--- config.mk ---
export PLATFORM = sky130hd
export DESIGN_NAME = imem_boot_loader_flat
export DESIGN_NICKNAME = d
export VERILOG_FILES = /design/src/rtl/imem_boot_loader_if.sv /design/src/rtl/imem_boot_loader.sv /design/src/flat_wrapper.sv
export SDC_FILE = /design/constraint.sdc
export NUM_CORES = 1
export LEC_CHECK = 0
export BUFFER_PORTS_ARGS = -buffer_cell sky130_fd_sc_hd__buf_4
export CORE_MARGIN = 4
export CORE_UTILIZATION = 55
export CTS_CLUSTER_SIZE = 12
export DETAILED_ROUTE_END_ITERATION = 16
export HOLD_SLACK_MARGIN = 0.02
export PLACE_DENSITY = 0.75
export SYNTH_ARGS = -nofsm -noshare
export SYNTH_HDL_FRONTEND = slang
export SYNTH_SLANG_ARGS = --single-unit
--- constraint.sdc ---
create_clock -name clk -period 3.7 [get_ports clk]
set_clock_uncertainty 0.2 [all_clocks]
set_input_delay 0.37 -clock clk [delete_from_list [all_inputs] [get_ports clk]]
set_output_delay 0.37 -clock clk [all_outputs]
set_load 0.01 [all_outputs]
--- src/rtl/imem_boot_loader_if.sv ---
// Stream-in / instruction-memory-out bundle for the boot loader.
// The master drives the byte stream and start; the slave is the loader itself.
interface imem_boot_loader_if #(
    parameter int ADDR_W = 10
);
    logic              start;
    logic [7:0]        rx_data;
    logic              rx_valid;
    logic              rx_ready;
    logic              imem_we;
    logic [ADDR_W-1:0] imem_addr;
    logic [31:0]       imem_wdata;
    logic              cpu_hold;
    logic              busy;
    logic              done;
    logic              err;

    modport master (
        output start, rx_data, rx_valid,
        input  rx_ready, imem_we, imem_addr, imem_wdata, cpu_hold, busy, done, err
    );

    modport slave (
        input  start, rx_data, rx_valid,
        output rx_ready, imem_we, imem_addr, imem_wdata, cpu_hold, busy, done, err
    );
endinterface

--- src/rtl/imem_boot_loader.sv ---
// Boot sequencer: receives a length-prefixed, XOR-checksummed byte image, writes it
// word by word into instruction memory, and releases the core only after a good load.
module imem_boot_loader #(
    parameter int ADDR_W = 10
) (
    input logic               clk,
    input logic               reset,
    imem_boot_loader_if.slave bus
);
    typedef enum logic [2:0] {IDLE, LEN0, LEN1, DATA, CSUM, RUN, ERR} state_t;

    localparam logic [16:0]       CAPACITY = 17'(2 ** ADDR_W);
    localparam logic [ADDR_W-1:0] ADDR_ONE = ADDR_W'(1);

    state_t            state;
    state_t            state_next;
    logic              ready;
    logic              accept;
    logic              word_end;
    logic              clear;
    logic [7:0]        len_lo;
    logic [15:0]       len;
    logic [15:0]       len_rx;
    logic [16:0]       word_cnt;
    logic [1:0]        lane;
    logic [23:0]       shreg;
    logic [7:0]        csum;
    logic              imem_we;
    logic [ADDR_W-1:0] imem_addr;
    logic [31:0]       imem_wdata;
    logic              cpu_hold;
    logic              busy;
    logic              done;
    logic              err;

    assign ready    = (state == LEN0) || (state == LEN1) || (state == DATA) || (state == CSUM);
    assign accept   = bus.rx_valid && ready;
    assign word_end = accept && (state == DATA) && (lane == 2'd3);
    assign len_rx   = {bus.rx_data, len_lo};
    assign clear    = (state == IDLE) || (bus.start && ((state == RUN) || (state == ERR)));

    always_comb begin
        state_next = state;
        case (state)
            IDLE: begin
                if (bus.start) state_next = LEN0;
            end
            LEN0: begin
                if (accept) state_next = LEN1;
            end
            LEN1: begin
                if (accept) begin
                    if ({1'b0, len_rx} > CAPACITY) state_next = ERR;
                    else if (len_rx == 16'd0)      state_next = CSUM;
                    else                           state_next = DATA;
                end
            end
            DATA: begin
                if (word_end && ((word_cnt + 17'd1) == {1'b0, len})) state_next = CSUM;
            end
            CSUM: begin
                if (accept) state_next = (bus.rx_data == csum) ? RUN : ERR;
            end
            RUN, ERR: begin
                if (bus.start) state_next = LEN0;
            end
            default: state_next = IDLE;
        endcase
    end

    // Status flags are registered from the next state so they move with the state itself.
    always_ff @(posedge clk or negedge reset) begin
        if (!reset) begin
            state    <= IDLE;
            busy     <= 1'b0;
            done     <= 1'b0;
            err      <= 1'b0;
            cpu_hold <= 1'b1;
        end else begin
            state    <= state_next;
            busy     <= (state_next == LEN0) || (state_next == LEN1) ||
                        (state_next == DATA) || (state_next == CSUM);
            done     <= (state_next == RUN);
            err      <= (state_next == ERR);
            cpu_hold <= (state_next != RUN);
        end
    end

    // The address advances after each write strobe, so the strobe cycle shows the word's own address.
    always_ff @(posedge clk or negedge reset) begin
        if (!reset) begin
            imem_we    <= 1'b0;
            imem_wdata <= 32'd0;
            imem_addr  <= '0;
            len_lo     <= 8'd0;
            len        <= 16'd0;
            word_cnt   <= 17'd0;
            lane       <= 2'd0;
            shreg      <= 24'd0;
            csum       <= 8'd0;
        end else begin
            imem_we <= word_end;
            if (word_end) imem_wdata <= {bus.rx_data, shreg};
            if (clear) begin
                word_cnt  <= 17'd0;
                lane      <= 2'd0;
                csum      <= 8'd0;
                imem_addr <= '0;
            end else begin
                if (imem_we) imem_addr <= imem_addr + ADDR_ONE;
                if (accept && (state == LEN0)) len_lo <= bus.rx_data;
                if (accept && (state == LEN1)) len <= len_rx;
                if (accept && (state == DATA)) begin
                    lane <= lane + 2'd1;
                    csum <= csum ^ bus.rx_data;
                    if (lane != 2'd3) shreg <= {bus.rx_data, shreg[23:8]};
                    if (word_end) word_cnt <= word_cnt + 17'd1;
                end
            end
        end
    end

    assign bus.rx_ready   = ready;
    assign bus.imem_we    = imem_we;
    assign bus.imem_addr  = imem_addr;
    assign bus.imem_wdata = imem_wdata;
    assign bus.cpu_hold   = cpu_hold;
    assign bus.busy       = busy;
    assign bus.done       = done;
    assign bus.err        = err;
endmodule

--- src/flat_wrapper.sv ---
// flat-port wrapper written by rule: the top's interface ports become plain ports
module imem_boot_loader_flat 
#(
    parameter int ADDR_W = 10
)
  (clk, reset, bus_start, bus_rx_data, bus_rx_valid, bus_rx_ready, bus_imem_we, bus_imem_addr, bus_imem_wdata, bus_cpu_hold, bus_busy, bus_done, bus_err);
  imem_boot_loader_if #(.ADDR_W(ADDR_W)) bus_i ();
  input logic clk;
  input logic reset;
  input wire logic [$bits(bus_i.start)-1:0] bus_start;
  input wire logic [$bits(bus_i.rx_data)-1:0] bus_rx_data;
  input wire logic [$bits(bus_i.rx_valid)-1:0] bus_rx_valid;
  output wire logic [$bits(bus_i.rx_ready)-1:0] bus_rx_ready;
  output wire logic [$bits(bus_i.imem_we)-1:0] bus_imem_we;
  output wire logic [$bits(bus_i.imem_addr)-1:0] bus_imem_addr;
  output wire logic [$bits(bus_i.imem_wdata)-1:0] bus_imem_wdata;
  output wire logic [$bits(bus_i.cpu_hold)-1:0] bus_cpu_hold;
  output wire logic [$bits(bus_i.busy)-1:0] bus_busy;
  output wire logic [$bits(bus_i.done)-1:0] bus_done;
  output wire logic [$bits(bus_i.err)-1:0] bus_err;
  assign bus_i.start = bus_start;
  assign bus_i.rx_data = bus_rx_data;
  assign bus_i.rx_valid = bus_rx_valid;
  assign bus_rx_ready = bus_i.rx_ready;
  assign bus_imem_we = bus_i.imem_we;
  assign bus_imem_addr = bus_i.imem_addr;
  assign bus_imem_wdata = bus_i.imem_wdata;
  assign bus_cpu_hold = bus_i.cpu_hold;
  assign bus_busy = bus_i.busy;
  assign bus_done = bus_i.done;
  assign bus_err = bus_i.err;
  imem_boot_loader #(.ADDR_W(ADDR_W)) u_core (.clk(clk), .reset(reset), .bus(bus_i));
endmodule
==> results_dict.tcl <==
set metrics [dict create \
    cp.arrival_ns 3.10 \
    root_buffer "clkbuf_8" \
    ctsHtreeMaxLevel 4 \
    max_freq_ghz 0.351 \
    p_int_uw 3240 \
    final_layout_size_suffix_gt1_share_pct 24.4 \
    routed_wirelength_um 13900 \
    combPwrFrac_pct 22.6 \
    syn-num-nets 600 \
    setup.worst_path.start_class "flop" \
    clkLatencyLatePin_ns 0.51 \
    synth_top_area_cell "dfrtp_1" \
    antenna_found_initial 0 \
    start_util_pct 57.1 \
    post-route-period-util_pct 77.0 \
    cp_slowest_cell "dfrtp_1" \
    power_density_nw_per_um2 660 \
    vias 4518 \
    syn_to_final_growth_pct 19.9 \
    end_kind "flop" \
    track_usage_pct 23.1 \
    pwr-share-clk_pct 34.4 \
    num_antenna_cells 0 \
    firstDrtPassIters 5 \
    outcome "completed" \
    p_sw_uw 1460 \
    fp.dieArea_um2 12500 \
    cap_viol_max_count 0 \
    switching_share_pct 31.1 \
    rsz0062_at_grt "false" \
    numCtsBuffers 17 \
    critPathMaxStageDelay_ns 0.45 \
    cts_tree "yes" \
    cp.required_ns 3.95 \
    slew_headroom_pct 44.5 \
    nets 658 \
    path_class "reg -> reg" \
    grt_pass1_vias 4588 \
    yosysUniqueCellTypes 59 \
    synth_top_area_share_pct 52.2 \
    antenna_left 0 \
    clkTransAtPathRegs_ns 0.06 \
    cts_sinks 125 \
    crit_chain "ha_1 -> nand4_1 -> nor3_1 -> mux2_2 -> a31oi_1 -> o2111ai_2 -> o21bai_2 -> and3b_1" \
    die_height_um 112 \
    coreArea_um2 10400 \
    finalPower_uw 4700 \
    clock_path_buffers 2 \
    vdd_drop_max_mv 0.350 \
    core.rowCount 37 \
    fin_crit_ns 2.85 \
    crit_fanout 6 \
    cts_resized 0 \
    routabilityCongestion 0.926 \
    p_leak_uw 0.00336 \
    grt_pass1_wl_um 23300 \
    first_iter_violations 320 \
    synth_area_leaders "dfrtp_1 52%, mux2_2 9.1%, nand2_1 8.4%" \
    die_x_um 112 \
    seq_power_share_pct 43.0 \
    ys_async_sr_fraction_pct 100 \
    syn_avg_cell_area_um2 10.2 \
    finalSetupViolCount 0 \
    ys_ff_latch 125 \
    yosysWarnings 0 \
    wl_per_cell_um 17.5 \
    synth_enable_flop_cells 0 \
    drc 0 \
    worst_slew_pin_slew_ns 0.833 \
    hold_ws_ns 0.0480 \
    seq_area_frac_synth_pct 52.7 \
    synthFlopType "dfrtp_1" \
    hpwl_um 9050 \
    tns_ns 0 \
    synth_cells 585 \
    hold_path_class "in -> reg" \
    synth_area_um2 5940 \
    gr-total-overflow 0 \
    portBuffers 59 \
    grt_max_degree 65 \
    via_per_inst 5.70 \
    nFillCells 813 \
    io_pins 60 \
    slew_viol_final 0 \
    finalHoldViolations 0 \
]
-- area by class of cell --
class | instances | area, um2 | area share, %
clock buffers | 19 | 442 | 6.20
clock inverters | 13 | 139 | 1.95
repair buffers | 77 | 601 | 8.43
well taps | 136 | 170 | 2.39
flip-flops and latches | 125 | 3130 | 43.9
inverters | 5 | 18.8 | 0.263
multi-input cells | 417 | 2630 | 36.9
-- final timing paths --
path                                                startpoint                               endpoint  slack (ns)  depth (start not counted)
worst max register to register  u_core.word_cnt[0]$_DFFE_PN0P_               u_core.bus.err$_DFF_PN0_        0.85                          8
min in group asynchronous                                reset        u_core.word_cnt[11]$_DFFE_PN0P_        0.31                          2
max in group asynchronous                                reset  u_core.bus.imem_wdata[16]$_DFFE_PN0P_        2.13                          3
worst min register to register     u_core.shreg[7]$_DFFE_PN0P_   u_core.bus.imem_wdata[7]$_DFFE_PN0P_        0.27                          2
worst min-delay path                              bus_rx_valid          u_core.bus.cpu_hold$_DFF_PN1_        0.05                          4
worst max-delay path            u_core.word_cnt[0]$_DFFE_PN0P_               u_core.bus.err$_DFF_PN0_        0.85                          8
-- placed cells by master, fill, tap and decap left out, drive strengths merged, types with 7 or more instances in the layout --
cell	netlist	layout
xnor2	20	20
inv	5	7
and3	7	7
dlygate4sd3	0	9
nand2b	7	7
nor2	45	45
nand2	133	133
buf	17	68
xor2	29	29
o21ai	29	29
a21oi	7	7
nand3	11	11
clkinv	0	7
dfrtp	124	124
clkbuf	21	19
nand4	13	13
mux2	48	48
-- power groups by stage --
stage	sequential, uW	clock [uW]	combinational (uW)
2_1_floorplan	1910	0	822
3_3_place_gp	2010	0	1020
3_5_place_dp	2030	0	1060
4_1_cts	2010	1650	1080
5_1_grt	2070	1710	1180
6_report	2020	1620	1070
-- cell usage after synthesis (6+ instances only) --
cell      count
nand2_1     133
dfrtp_1     124
mux2_2       48
nor2_1       45
xor2_1       29
o21ai_0      28
clkbuf_1     20
xnor2_1      20
nand4_1      13
nand3_1      11
buf_2         8
a21oi_1       7
nand2b_1      7
and3_1        6
nor3_1        6
nor4_1        6
-- critical path: cells and delay by family (launching register included) --
kind | cells | cell delay (ns)
DFF | 1 | 0.45
AOI/OAI and AO/OA | 3 | 0.59
muxes | 1 | 0.38
and+or+nand+nor | 3 | 0.90
adders and majority gates | 1 | 0.28
-- stage by stage --
step                      worst slack, ns  util [%]  cells  area [um2]
after CTS                           0.898      68.4    792        7130
after floorplan                      1.25         -    585        5940
final                               0.851      68.4    792        7130
after global placement               1.02      62.0    751        6460
after detailed placement            0.890      62.0    751        6460
after global routing                0.700      68.4    792        7130
-- sequential cells by signal, summed over array words and instances, names as in the netlist, 2 cells and up --
name                   flops
u_core.lane                2
u_core.state               3
u_core.len_lo              8
u_core.bus.imem_addr      10
u_core.bus.imem_wdata     32
u_core.len                16
u_core.word_cnt           17
u_core.csum                8
u_core.shreg              24
-- cell families (layout without fill, tap and decap cells) --
family	after synthesis	count (layout)	synth area share, %
AOI/OAI and AO/OA	64	64	7.56
and+or+nand+nor	252	252	19.5
buffers and inverters	43	114	3.22
DFF	125	125	52.7
xor gates and xnor gates	49	49	7.22
adders and majority gates	3	3	0.632
muxes	49	49	9.26
-- repair_timing --
item | CTS | global route
buffers inserted | 0 | 0
hold buffers | 9 | 0
hold endpoints to repair | 100 | 0
-- metal layers --
metal  part of all wire [%]  vias up  GRT usage (%)
li1                       -     2104              -
met1                     43     2266           30.2
met2                     50      128           39.1
met3                    5.8       20           5.27
met4                    1.3        0           6.41
met5                      0        -              0
(Power assumes the default switching activity.)
